===== config.mk =====
export PLATFORM = sky130hd
export DESIGN_NAME = recv_byte_flat
export DESIGN_NICKNAME = d
export VERILOG_FILES = /design/src/rtl/recv_byte_if.sv /design/src/rtl/recv_byte.sv /design/src/flat_wrapper.sv
export SDC_FILE = /design/constraint.sdc
export NUM_CORES = 1
export LEC_CHECK = 0
export ABC_AREA = 1
export CORE_ASPECT_RATIO = 0.5
export CORE_MARGIN = 2
export CORE_UTILIZATION = 35
export CTS_BUF_LIST = sky130_fd_sc_hd__clkbuf_4 sky130_fd_sc_hd__clkbuf_8 sky130_fd_sc_hd__clkbuf_16
export CTS_CLUSTER_DIAMETER = 60
export CTS_CLUSTER_SIZE = 20
export DETAILED_ROUTE_END_ITERATION = 16
export GPL_TIMING_DRIVEN = 0
export PLACE_DENSITY = 0.54
export SETUP_SLACK_MARGIN = 0.4
export SYNTH_ARGS = -nofsm -noshare
export SYNTH_HDL_FRONTEND = slang
export SYNTH_SLANG_ARGS = --single-unit

===== constraint.sdc =====
create_clock -name sys_clk -period 2.95 [get_ports sys_clk]
set_input_delay 0.4425 -clock sys_clk [delete_from_list [all_inputs] [get_ports sys_clk]]
set_output_delay 0.4425 -clock sys_clk [all_outputs]
set_load 0.05 [all_outputs]

===== src/rtl/recv_byte_if.sv =====
// Receiver-side bus for recv_byte: serial line and baud select in, byte and status pulses out.
// Signalling: there is no valid/ready back-pressure. rx_done is a single-cycle
// strobe qualifying data in the same cycle (data then holds until the next good
// frame); frame_err is a single-cycle strobe for a discarded frame. The two
// strobes are never high together. state_dbg mirrors the receiver FSM.
interface recv_byte_if;
  logic [2:0] time_set;
  logic       uart_rx;
  logic [7:0] data;
  logic       rx_done;
  logic       frame_err;
  logic [1:0] state_dbg;

  modport master (
    output time_set,
    output uart_rx,
    input  data,
    input  rx_done,
    input  frame_err,
    input  state_dbg
  );

  modport slave (
    input  time_set,
    input  uart_rx,
    output data,
    output rx_done,
    output frame_err,
    output state_dbg
  );
endinterface


===== src/rtl/recv_byte.sv =====
// UART 8N1 receiver, LSB first. Synchronises uart_rx, validates the start bit
// at mid-bit, samples every data bit at its centre and checks the stop bit.
module recv_byte #(
  parameter int unsigned DIV_4800    = 10416,
  parameter int unsigned DIV_9600    = 5208,
  parameter int unsigned DIV_115200  = 434,
  parameter int unsigned SYNC_STAGES = 2
) (
  input logic       sys_clk,
  input logic       rst_n,
  recv_byte_if.slave bus
);

  typedef enum logic [1:0] {
    IDLE  = 2'd0,
    START = 2'd1,
    DATA  = 2'd2,
    STOP  = 2'd3
  } state_e;

  state_e                 state_q, state_d;
  logic [SYNC_STAGES-1:0] sync_q, sync_d;
  logic                   rx_s_d_q, rx_s_d_d;
  logic [31:0]            div_q, div_d;
  logic [31:0]            bit_cnt_q, bit_cnt_d;
  logic [3:0]             bit_idx_q, bit_idx_d;
  logic [7:0]             shreg_q, shreg_d;
  logic [7:0]             data_q, data_d;
  logic                   rx_done_q, rx_done_d;
  logic                   frame_err_q, frame_err_d;

  logic                   rx_s;
  logic                   fall;
  logic [31:0]            div_sel;

  assign rx_s = sync_q[SYNC_STAGES-1];
  assign fall = rx_s_d_q & ~rx_s;

  // Shift the raw line through the synchroniser, then keep one delayed copy for edge detection.
  always_comb begin
    sync_d   = {sync_q[SYNC_STAGES-2:0], bus.uart_rx};
    rx_s_d_d = rx_s;
  end

  // Map the baud select code to a clocks-per-bit divider; unknown codes fall back to the fastest rate.
  always_comb begin
    div_sel = DIV_115200;
    case (bus.time_set)
      3'd0:    div_sel = DIV_4800;
      3'd1:    div_sel = DIV_9600;
      default: div_sel = DIV_115200;
    endcase
  end

  // Frame FSM: next state, bit timing, shifting and the one-cycle status strobes.
  always_comb begin
    state_d     = state_q;
    div_d       = div_q;
    bit_cnt_d   = bit_cnt_q;
    bit_idx_d   = bit_idx_q;
    shreg_d     = shreg_q;
    data_d      = data_q;
    rx_done_d   = 1'b0;
    frame_err_d = 1'b0;
    case (state_q)
      IDLE: begin
        bit_cnt_d = 32'd0;
        if (fall) begin
          // Divider is frozen here so a mid-frame baud change cannot corrupt the byte.
          div_d   = div_sel;
          state_d = START;
        end
      end
      START: begin
        if (bit_cnt_q == (div_q >> 1) - 32'd1) begin
          bit_cnt_d = 32'd0;
          bit_idx_d = 4'd0;
          // A line that is high again at mid start bit was a glitch, not a frame.
          state_d   = rx_s ? IDLE : DATA;
        end else begin
          bit_cnt_d = bit_cnt_q + 32'd1;
        end
      end
      DATA: begin
        if (bit_cnt_q == div_q - 32'd1) begin
          bit_cnt_d = 32'd0;
          shreg_d   = {rx_s, shreg_q[7:1]};
          if (bit_idx_q == 4'd7) begin
            state_d = STOP;
          end else begin
            bit_idx_d = bit_idx_q + 4'd1;
          end
        end else begin
          bit_cnt_d = bit_cnt_q + 32'd1;
        end
      end
      STOP: begin
        if (bit_cnt_q == div_q - 32'd1) begin
          bit_cnt_d = 32'd0;
          // Returning to IDLE at the stop-bit centre lets a back-to-back start edge be caught.
          state_d   = IDLE;
          if (rx_s) begin
            data_d    = shreg_q;
            rx_done_d = 1'b1;
          end else begin
            frame_err_d = 1'b1;
          end
        end else begin
          bit_cnt_d = bit_cnt_q + 32'd1;
        end
      end
      default: state_d = IDLE;
    endcase
  end

  // State and datapath registers; the synchroniser resets to the idle-high line level.
  always_ff @(posedge sys_clk or negedge rst_n) begin
    if (!rst_n) begin
      state_q     <= IDLE;
      sync_q      <= '1;
      rx_s_d_q    <= 1'b1;
      div_q       <= 32'd0;
      bit_cnt_q   <= 32'd0;
      bit_idx_q   <= 4'd0;
      shreg_q     <= 8'd0;
      data_q      <= 8'd0;
      rx_done_q   <= 1'b0;
      frame_err_q <= 1'b0;
    end else begin
      state_q     <= state_d;
      sync_q      <= sync_d;
      rx_s_d_q    <= rx_s_d_d;
      div_q       <= div_d;
      bit_cnt_q   <= bit_cnt_d;
      bit_idx_q   <= bit_idx_d;
      shreg_q     <= shreg_d;
      data_q      <= data_d;
      rx_done_q   <= rx_done_d;
      frame_err_q <= frame_err_d;
    end
  end

  assign bus.data      = data_q;
  assign bus.rx_done   = rx_done_q;
  assign bus.frame_err = frame_err_q;
  assign bus.state_dbg = state_q;

endmodule

===== src/flat_wrapper.sv =====
// flat-port wrapper written by rule: the top's interface ports become plain ports
module recv_byte_flat 
#(
  parameter int unsigned DIV_4800    = 10416,
  parameter int unsigned DIV_9600    = 5208,
  parameter int unsigned DIV_115200  = 434,
  parameter int unsigned SYNC_STAGES = 2
)
  (sys_clk, rst_n, bus_time_set, bus_uart_rx, bus_data, bus_rx_done, bus_frame_err, bus_state_dbg);
  recv_byte_if bus_i ();
  input logic sys_clk;
  input logic rst_n;
  input wire logic [$bits(bus_i.time_set)-1:0] bus_time_set;
  input wire logic [$bits(bus_i.uart_rx)-1:0] bus_uart_rx;
  output wire logic [$bits(bus_i.data)-1:0] bus_data;
  output wire logic [$bits(bus_i.rx_done)-1:0] bus_rx_done;
  output wire logic [$bits(bus_i.frame_err)-1:0] bus_frame_err;
  output wire logic [$bits(bus_i.state_dbg)-1:0] bus_state_dbg;
  assign bus_i.time_set = bus_time_set;
  assign bus_i.uart_rx = bus_uart_rx;
  assign bus_data = bus_i.data;
  assign bus_rx_done = bus_i.rx_done;
  assign bus_frame_err = bus_i.frame_err;
  assign bus_state_dbg = bus_i.state_dbg;
  recv_byte #(.DIV_4800(DIV_4800), .DIV_9600(DIV_9600), .DIV_115200(DIV_115200), .SYNC_STAGES(SYNC_STAGES)) u_core (.sys_clk(sys_clk), .rst_n(rst_n), .bus(bus_i));
endmodule

==> metrics.md, run 1 <==
| Metric | Value |
|---|---|
| Result of the run | finished clean |
| Slew Limit Headroom | a little over two fifths |
| Crit path top cell by count | sky130_fd_sc_hd__nand2_1 |
| Half-perimeter wire length of the detailed placement result | roughly 8.6 mm |
| Worst-margin pin slew | roughly 0.85 ns |
| CP max stage delay | about 0.37 ns |
| Antenna violations before repair | 0 |
| Number of fillers in the final layout | 1256 |
| Library cell with the largest summed area after synthesis | sky130_fd_sc_hd__dfrtp_1 |
| Most used standard cell by instance count after synthesis | sky130_fd_sc_hd__nand2_1 |
| Die Footprint | between 10000 and 15000 um^2 |
| Initial cell density of the core | approximately 37% |
| Die height | around 83 um |
| Core Box Area | around 12000 um^2 |
| Kind of cell adding the most delay to the critical path | simple AND/OR/NAND/NOR gates |
| Power share of the sequential group | approximately 28% |
| Width of the die | 163 um |
| Mux share of post-synthesis cell area | 0% |
| Minimum setup slack in the final design | 0.499 ns |
| FF+latch count, synth | 64 |
| Top cells by instance count after synthesis | 191 x sky130_fd_sc_hd__nand2_1, 73 x sky130_fd_sc_hd__nor2_1, 62 x sky130_fd_sc_hd__inv_1 |
| DRT iter0 DRCs | 320 |
| Clock latency on the worst-skew pair | approximately 0.34 ns |
| Leakage Power | between 2 and 2.5 nW |
| Via count of the first global-routing pass | 3776 |
| Clock network power share | about 33% |
| Required time of the worst setup path | between 3 and 4 ns |
| Global-route wire length before repair | between 15 and 20 mm |
| Total congestion overflow after global routing | 0 |
| Largest fanout on the critical path | 6 |
| Fraction of layout instances using a drive strength above 1 | 17.8% |
| Buffers on Ports | 17 |
| Cells traversed along the worst timing path | buf_6 > nor2_8 > nand3_4 > inv_4 > ha_4 > inv_2 > nand2_1 > nand2_1 > nand3_1 > nor2_1 > nand2_1 > nor2_1 > nand2_1 > nor2_4 > nand2_2 > nand2_4 > nand2_8 > clkinv_8 > clkbuf_16 > nor2_4 |
| Final worst path period share | around 83% |
| Total number of vias | 3983 |
| Area of the mapped netlist | ~4400 um^2 |
| Clock input transition at the sequential cells of the worst setup and hold paths | roughly 0.060 ns |
| Overall power of the completed layout | roughly 3.7 mW |
| CTS Buffer Depth | 2 |
| Final cell utilization of the core | 44.7% |
| Final Routed Wirelength | 12.2 mm |
| Combined buffer and inverter count along the critical path | 5 |
| Number of antenna cells inserted | 0 |
| Standard-cell row count | 28 |
| Hold-fix buffers at CTS | 0 |
| Time the worst path needs with I/O delays and setup | 2.45 ns |
| CTS Root Buffer Type | sky130_fd_sc_hd__clkbuf_16 |
| Number of remaining DRC errors | 0 |
| Count of final setup violators | 0 |
| Post-route clock skew | 0.00800 ns |
| Compound-cell area share of the yosys netlist | ~2.7% |
| Dominant combinational cell family by area after synthesis | simple AND/OR/NAND/NOR gates |
| Global-route usage over all layers | between 10% and 20% |
| Nature of the critical path endpoint | flop |
| Logic pwr share | 39.7% |
| Crit Path Category | flop to flop |
| Final Wtd Congestion | between 0.9 and 1 |
| Register-to-register setup slack | approximately 0.50 ns |
| Internal power summed over all cells | roughly 2.2 mW |
| Synth cell types | 42 |
| Area delta synth->final | 22.4% |
| RSZ-0062 raised after global routing | yes |
| HP Class | primary input to asynchronous set/reset pin |
| Sw frac | between 30% and 40% |
| Number of synthesized flops with an enable pin | 0 |
| Worst vdd ir | ~320 uV |
| Count of yosys warnings during synthesis | 0 |
| Top-level I/O count | 18 |
| Worst setup timing slack at the placement stage | 0.100 ns |
| Mapped Cells | around 600 |
| Max_cap viols | 0 |
| Critical path startpoint | u_core.div_q[8] |
| Number of clock sinks seen by CTS | 64 |
| Adder-cell share of the synthesized area | between 1 and 1.5% |
| Depth of the CTS H-tree | 3 |
| Post-Synth XOR/XNOR Area | under 10% |
| Capturing point of the worst reg2reg path | u_core.bit_cnt_q[18] |
| Final max-slew violation count | 0 |
| Number of CTS-inserted buffers | 9 |
| Critical Path End | u_core.bit_cnt_q[18] |
| Worst r2r path cells | 20 |
| Wire per inst | around 15 um |
| Share of synthesized cell area in and, or, nand and nor gates | a little under half |
| Worst Path Arrival | between 2 and 3 ns |
| Top cell type's share of synthesized area | approximately a third |
| Prevailing post-synth register cell | sky130_fd_sc_hd__dfrtp_1 |
| Category of the worst setup path launch point | flop |
| Highest achievable clock rate | 0.408 GHz |
| Number of nets produced by synthesis | about 610 |
| Setup tns final | 0 ns |
| Final-report hold violation count | 0 |
| Power per cell area | between 600 and 700 nW/um^2 |
| Number of iterations in the first detailed-routing pass | 5 |
| Mean post-synth cell area | approximately 7.3 um^2 |
| Via density per instance | between 4 and 5 |
| Pin count of the biggest net entering global routing | 65 |
| Power spent charging and discharging nets | ~1.4 mW |
| Logic depth of the worst path, buffers included | 20 |
| Final net count | around 660 |
| Post-route ant nets | 0 |
| Share of synthesized registers carrying an async set or reset | 100% |
| Proportion of synthesized chip area in sequential cells | 36.5% |
| Cell with the largest stage delay on the worst path | sky130_fd_sc_hd__dfrtp_1 |
| Start of the worst register-to-register path | u_core.div_q[8] |
| Smallest hold slack | ~0.21 ns |
| Cell types with the largest area share after synthesis | sky130_fd_sc_hd__dfrtp_1 35%, sky130_fd_sc_hd__nand2_1 16%, sky130_fd_sc_hd__nand3_1 6.5%, sky130_fd_sc_hd__nor2_1 6.2%, sky130_fd_sc_hd__nor2_4 5.4% |
| CTS tree | built |
-- layout by cell type, fill, tap and decap left out, drive strengths merged, types with 2 or more instances in the layout --
cell type,instances
a21oi,2
buf,25
bufinv,2
clkbuf,15
clkdlybuf4s50,16
clkinv,5
dfrtp,61
dfstp,3
ha,4
inv,66
nand2,202
nand3,62
nand4,13
nor2,99
nor3,22
nor4,5
o21ai,9
o21bai,2
xnor2,4
xor2,25
-- through the flow --
stage                     cell area, um^2  std cells
final                                5390        815
after global routing                 5390        815
after floorplan                      4400        599
after CTS                            5140        800
after global placement               4780        781
after detailed placement             4780        781
-- sequential cells by signal (all words and copies together) (netlist names), named ones only --
signal and cells:
u_core.bit_cnt_q 32, u_core.bit_idx_q 4, u_core.bus.data 8, u_core.bus.frame_err 1, u_core.bus.rx_done 1, u_core.bus.state_dbg 1
u_core.div_q 5, u_core.rx_s_d_q 1, u_core.shreg_q 8, u_core.sync_q 2
-- kinds of logic (layout without fill, tap and decap cells) --
family	Yosys count	count (layout)
flip-flops	64	64
adder cells (fa/ha/maj)	4	4
AO/OA/AOI/OAI	19	19
XOR/XNOR	29	29
AND/OR/NAND/NOR	404	404
buffers and inverters	79	130
-- routing by layer --
metal	vias up	wire length [um]	track usage, %	part of all wire, %
met4	0	184	5.87	1.5
met5	-	0	0	0
met2	94	5350	28.5	44
met3	14	598	4.20	4.9
met1	1891	6070	26.2	50
li1	1984	-	-	-
-- power by group through the flow --
stage / registers, mW / clock network, mW / logic, mW
2_1_floorplan: 1.05 / 0 / 0.873
3_3_place_gp: 1.02 / 0 / 1.16
3_5_place_dp: 1.02 / 0 / 1.17
4_1_cts: 1.01 / 1.23 / 1.20
5_1_grt: 1.02 / 1.27 / 1.59
6_report: 1.01 / 1.20 / 1.46
-- layout make-up --
| type | instances | area [um^2] | share of cell area [%] |
|---|---|---|---|
| Inverter | 67 | 279 | 5.18 |
| Clock inverter | 7 | 103 | 1.90 |
| Sequential cell | 64 | 1610 | 29.8 |
| Buffer | 12 | 119 | 2.21 |
| Tap cell | 165 | 206 | 3.83 |
| Timing Repair Buffer | 35 | 355 | 6.60 |
| Clock buffer | 9 | 225 | 4.18 |
| Multi-Input combinational cell | 456 | 2490 | 46.3 |
-- what timing repair did --
action | CTS | global route
endpoints found under the setup margin | 56 | 56
pin swaps | 5 | 10
hold endpoints to repair | 0 | 0
gates resized for setup | 7 | 19
cloned | 0 | 3
setup buffers | 3 | 12
-- how the worst min path moves through the flow --
stage	start	end	slack (ns)	depth (start not counted)
final	rst_n	u_core.bus.data[5]	0.21	1
after floorplan	rst_n	asynchronous set/reset pin	0.15	0
after CTS	rst_n	u_core.bus.data[3]	0.25	1
after global placement	u_core.sync_q[0]	u_core.sync_q[1]	0.35	0
after global routing	rst_n	u_core.bus.data[5]	0.29	1
after detailed placement	u_core.sync_q[0]	u_core.sync_q[1]	0.35	0
Power figures use the tool's default switching activity.
==> inputs of run 2 (changes only) <==
--- a/config.mk
+++ b/config.mk
@@ -14,7 +14,7 @@
 export CTS_CLUSTER_SIZE = 20
 export DETAILED_ROUTE_END_ITERATION = 16
 export GPL_TIMING_DRIVEN = 0
-export PLACE_DENSITY = 0.54
+export PLACE_DENSITY = 0.56
 export SETUP_SLACK_MARGIN = 0.4
 export SYNTH_ARGS = -nofsm -noshare
 export SYNTH_HDL_FRONTEND = slang
==> constraint.sdc (replaced) <==
create_clock -name sys_clk -period 2.2 [get_ports sys_clk]
set_input_delay 0.33 -clock sys_clk [delete_from_list [all_inputs] [get_ports sys_clk]]
set_output_delay 0.33 -clock sys_clk [all_outputs]
set_load 0.05 [all_outputs]
==> run 2 against run 1 <==
  * The flow now finishes with violations (negative setup slack)
  * Die area did not move
  * Highest routed layer unchanged
  * Global-route usage rose by 0.69 points
  * Combinational power rose by 40%
  * Register-to-register slack got worse by 0.79 ns
  * Total power rose by 33%
  * Worst hold slack got worse by 0.12 ns
  * Clock power rose by 24%
  * Critical path depth fell by 1
  * Final area rose by 2.3%
==> metrics.md, run 2 (synthesized netlist as in run 1, its figures left out) <==
| Metric | Value |
|---|---|
| Number of iterations in the first detailed-routing pass | 5 |
| Number of remaining DRC errors | 0 |
| Count of final setup violators | 56 |
| Result of the run | finished, violations left |
| Category of the worst setup path launch point | flop |
| Power per cell area | about 890 nW/um^2 |
| Standard-cell row count | 28 |
| Nature of the critical path endpoint | flop |
| Die Footprint | 13500 um^2 |
| CTS Buffer Depth | 2 |
| Pin count of the biggest net entering global routing | 65 |
| Area delta synth->final | 25.2% |
| Non-Filler Instances | 820 |
| Area used by sequential logic in the layout | 1610 um^2 |
| Final worst path period share | 113% |
| Total congestion overflow after global routing | 0 |
| Cell with the largest stage delay on the worst path | sky130_fd_sc_hd__dfrtp_1 |
| Number of clock sinks seen by CTS | between 60 and 70 |
| Die height | approximately 83 um |
| Flip-flop count of the largest register, all copies and words added | 32 |
| Final Wtd Congestion | roughly 0.95 |
| Antenna violations before repair | 0 |
| Area of the multi-input gates | between 2000 and 3000 um^2 |
| Total number of vias | 4041 |
| Critical path startpoint | u_core.div_q[7] |
| Combined buffer and inverter count along the critical path | 4 |
| Cells traversed along the worst timing path | nor2_4 > nand3_4 > inv_4 > ha_4 > inv_4 > nand2_2 > nand2_2 > nand3_2 > nor2_2 > nand2_2 > nor2_2 > nand2_2 > nor2_4 > nand2_2 > nand2_4 > nand2_8 > clkinv_8 > clkbuf_16 > nor2_4 |
| Capturing point of the worst reg2reg path | u_core.bit_cnt_q[24] |
| CTS Root Buffer Type | sky130_fd_sc_hd__clkbuf_16 |
| Placed Instances | between 700 and 800 |
| Buffers on Ports | 17 |
| Kind of cell adding the most delay to the critical path | simple AND/OR/NAND/NOR gates |
| Time the worst path needs with I/O delays and setup | between 2 and 2.5 ns |
| Depth of the CTS H-tree | 3 |
| Post-route clock skew | a little over 0.006 ns |
| Register-to-register setup slack | -0.29 ns |
| Slew Limit Headroom | roughly 44% |
| Number of CTS-inserted buffers | 9 |
| Core Box Area | roughly 12000 um^2 |
| Crit path top cell by count | sky130_fd_sc_hd__nand2_2 |
| Number of antenna cells inserted | 0 |
| Clock input transition at the sequential cells of the worst setup and hold paths | about 0.060 ns |
| Wire per inst | around 15 um |
| Top-level I/O count | 18 |
| CP max stage delay | approximately 0.43 ns |
| Minimum setup slack in the final design | -0.293 ns |
| Worst vdd ir | approximately 450 uV |
| DRT iter0 DRCs | ~240 |
| Crit Path Category | flop to flop |
| Failing checks | negative setup slack |
| Initial cell density of the core | 36.5% |
| Final max-slew violation count | 0 |
| Post-route ant nets | 0 |
| Worst r2r path cells | 19 |
| Final-report hold violation count | 0 |
| Max_cap viols | 0 |
| Worst-margin pin slew | around 0.84 ns |
| Number of fillers in the final layout | ~1200 |
| Largest fanout on the critical path | 6 |
| Highest achievable clock rate | between 0.4 and 0.5 GHz |
| Hold-fix buffers at CTS | 0 |
| Via count of the first global-routing pass | roughly 4000 |
| Commonest non-fill, non-tap cells in the layout | 166 x sky130_fd_sc_hd__nand2_1, 67 x sky130_fd_sc_hd__nor2_1, 59 x sky130_fd_sc_hd__inv_1, 59 x sky130_fd_sc_hd__dfrtp_1, 53 x sky130_fd_sc_hd__nand3_1 |
| CTS tree | built |
| Final net count | 660 |
| HP Class | primary input to asynchronous set/reset pin |
| Leakage Power | 2.57 nW |
| RSZ-0062 raised after global routing | yes |
| Width of the die | roughly 160 um |
| Half-perimeter wire length of the detailed placement result | around 8.6 mm |
| Leading cell type in the layout, fill and taps excluded | sky130_fd_sc_hd__nand2_1 |
| Via density per instance | 4.93 |
| Start of the worst register-to-register path | u_core.div_q[7] |
| Clock latency on the worst-skew pair | ~0.34 ns |
| Global-route wire length before repair | slightly above 20 mm |
| Worst setup timing slack at the placement stage | -0.479 ns |
| Required time of the worst setup path | approximately 2.4 ns |
| Register with the most flip-flops | u_core.bit_cnt_q |
| Global-route usage over all layers | between 15 and 20% |
| Worst Path Arrival | roughly 2.7 ns |
| Fraction of layout instances using a drive strength above 1 | between 20% and 30% |
| Final Routed Wirelength | roughly 13 mm |
## run 2: layer usage
metal | part of all wire (%) | wire (um) | GRT usage [%]
met1 | 48 | 5990 | 25.7
met2 | 46 | 5740 | 31.2
met3 | 4.6 | 574 | 4.60
met4 | 1.8 | 222 | 6.11
met5 | 0 | 0 | 0
## run 2: worst max path at each step
stage | to | cells after the start
2_1_floorplan | u_core.bit_cnt_q[8] | 19
3_3_place_gp | u_core.div_q[12] | 1
3_5_place_dp | u_core.bit_cnt_q[27] | 19
4_1_cts | u_core.bit_cnt_q[8] | 18
5_1_grt | u_core.shreg_q[2] | 17
6_report | u_core.bit_cnt_q[24] | 19
## run 2: report_power, final
| part | internal [mW] | switching (mW) | total, mW |
|---|---|---|---|
| combinational | 0.814 | 1.24 | 2.05 |
| clock | 0.887 | 0.599 | 1.49 |
| sequential | 1.25 | 0.107 | 1.35 |
## run 2: timing repair
action	4_1_cts	5_1_grt
cloned	3	3
endpoints found under the setup margin	71	60
resized for setup	42	26
hold endpoints to repair	0	0
pin swaps	11	21
buffers inserted	13	4
## run 2: metrics by stage
step	TNS (ns)	util (%)	instance area, um^2	hold slack [ns]	total power [mW]
4_1_cts	-11.26	44.3	5330	0.132	4.65
3_3_place_gp	-116.36	39.8	4800	0.346	2.93
6_report	-13.85	45.7	5510	0.0920	4.89
5_1_grt	-21.64	45.7	5510	0.175	5.17
2_1_floorplan	-1.25	-	4430	0.0344	2.58
3_5_place_dp	-24.05	39.8	4800	0.348	2.94
## run 2: layout make-up
type / count / area share, %
Buffer: 12 / 2.22
Clock buffer: 9 / 4.09
Clock inverter: 7 / 1.43
Inverter: 67 / 5.06
Multi-Input combinational cell: 458 / 47.2
Sequential cell: 64 / 29.2
Tap cell: 165 / 3.74
Timing Repair Buffer: 37 / 6.92
Timing Repair inverter: 1 / 0.159
## run 2: worst register-to-register path: cells and delay by family (launching register included)
kind / cells / cell delay (ns)
fa+ha+maj: 1 / 0.22
buf+inv: 4 / 0.43
flops: 1 / 0.43
simple gates: 14 / 1.31
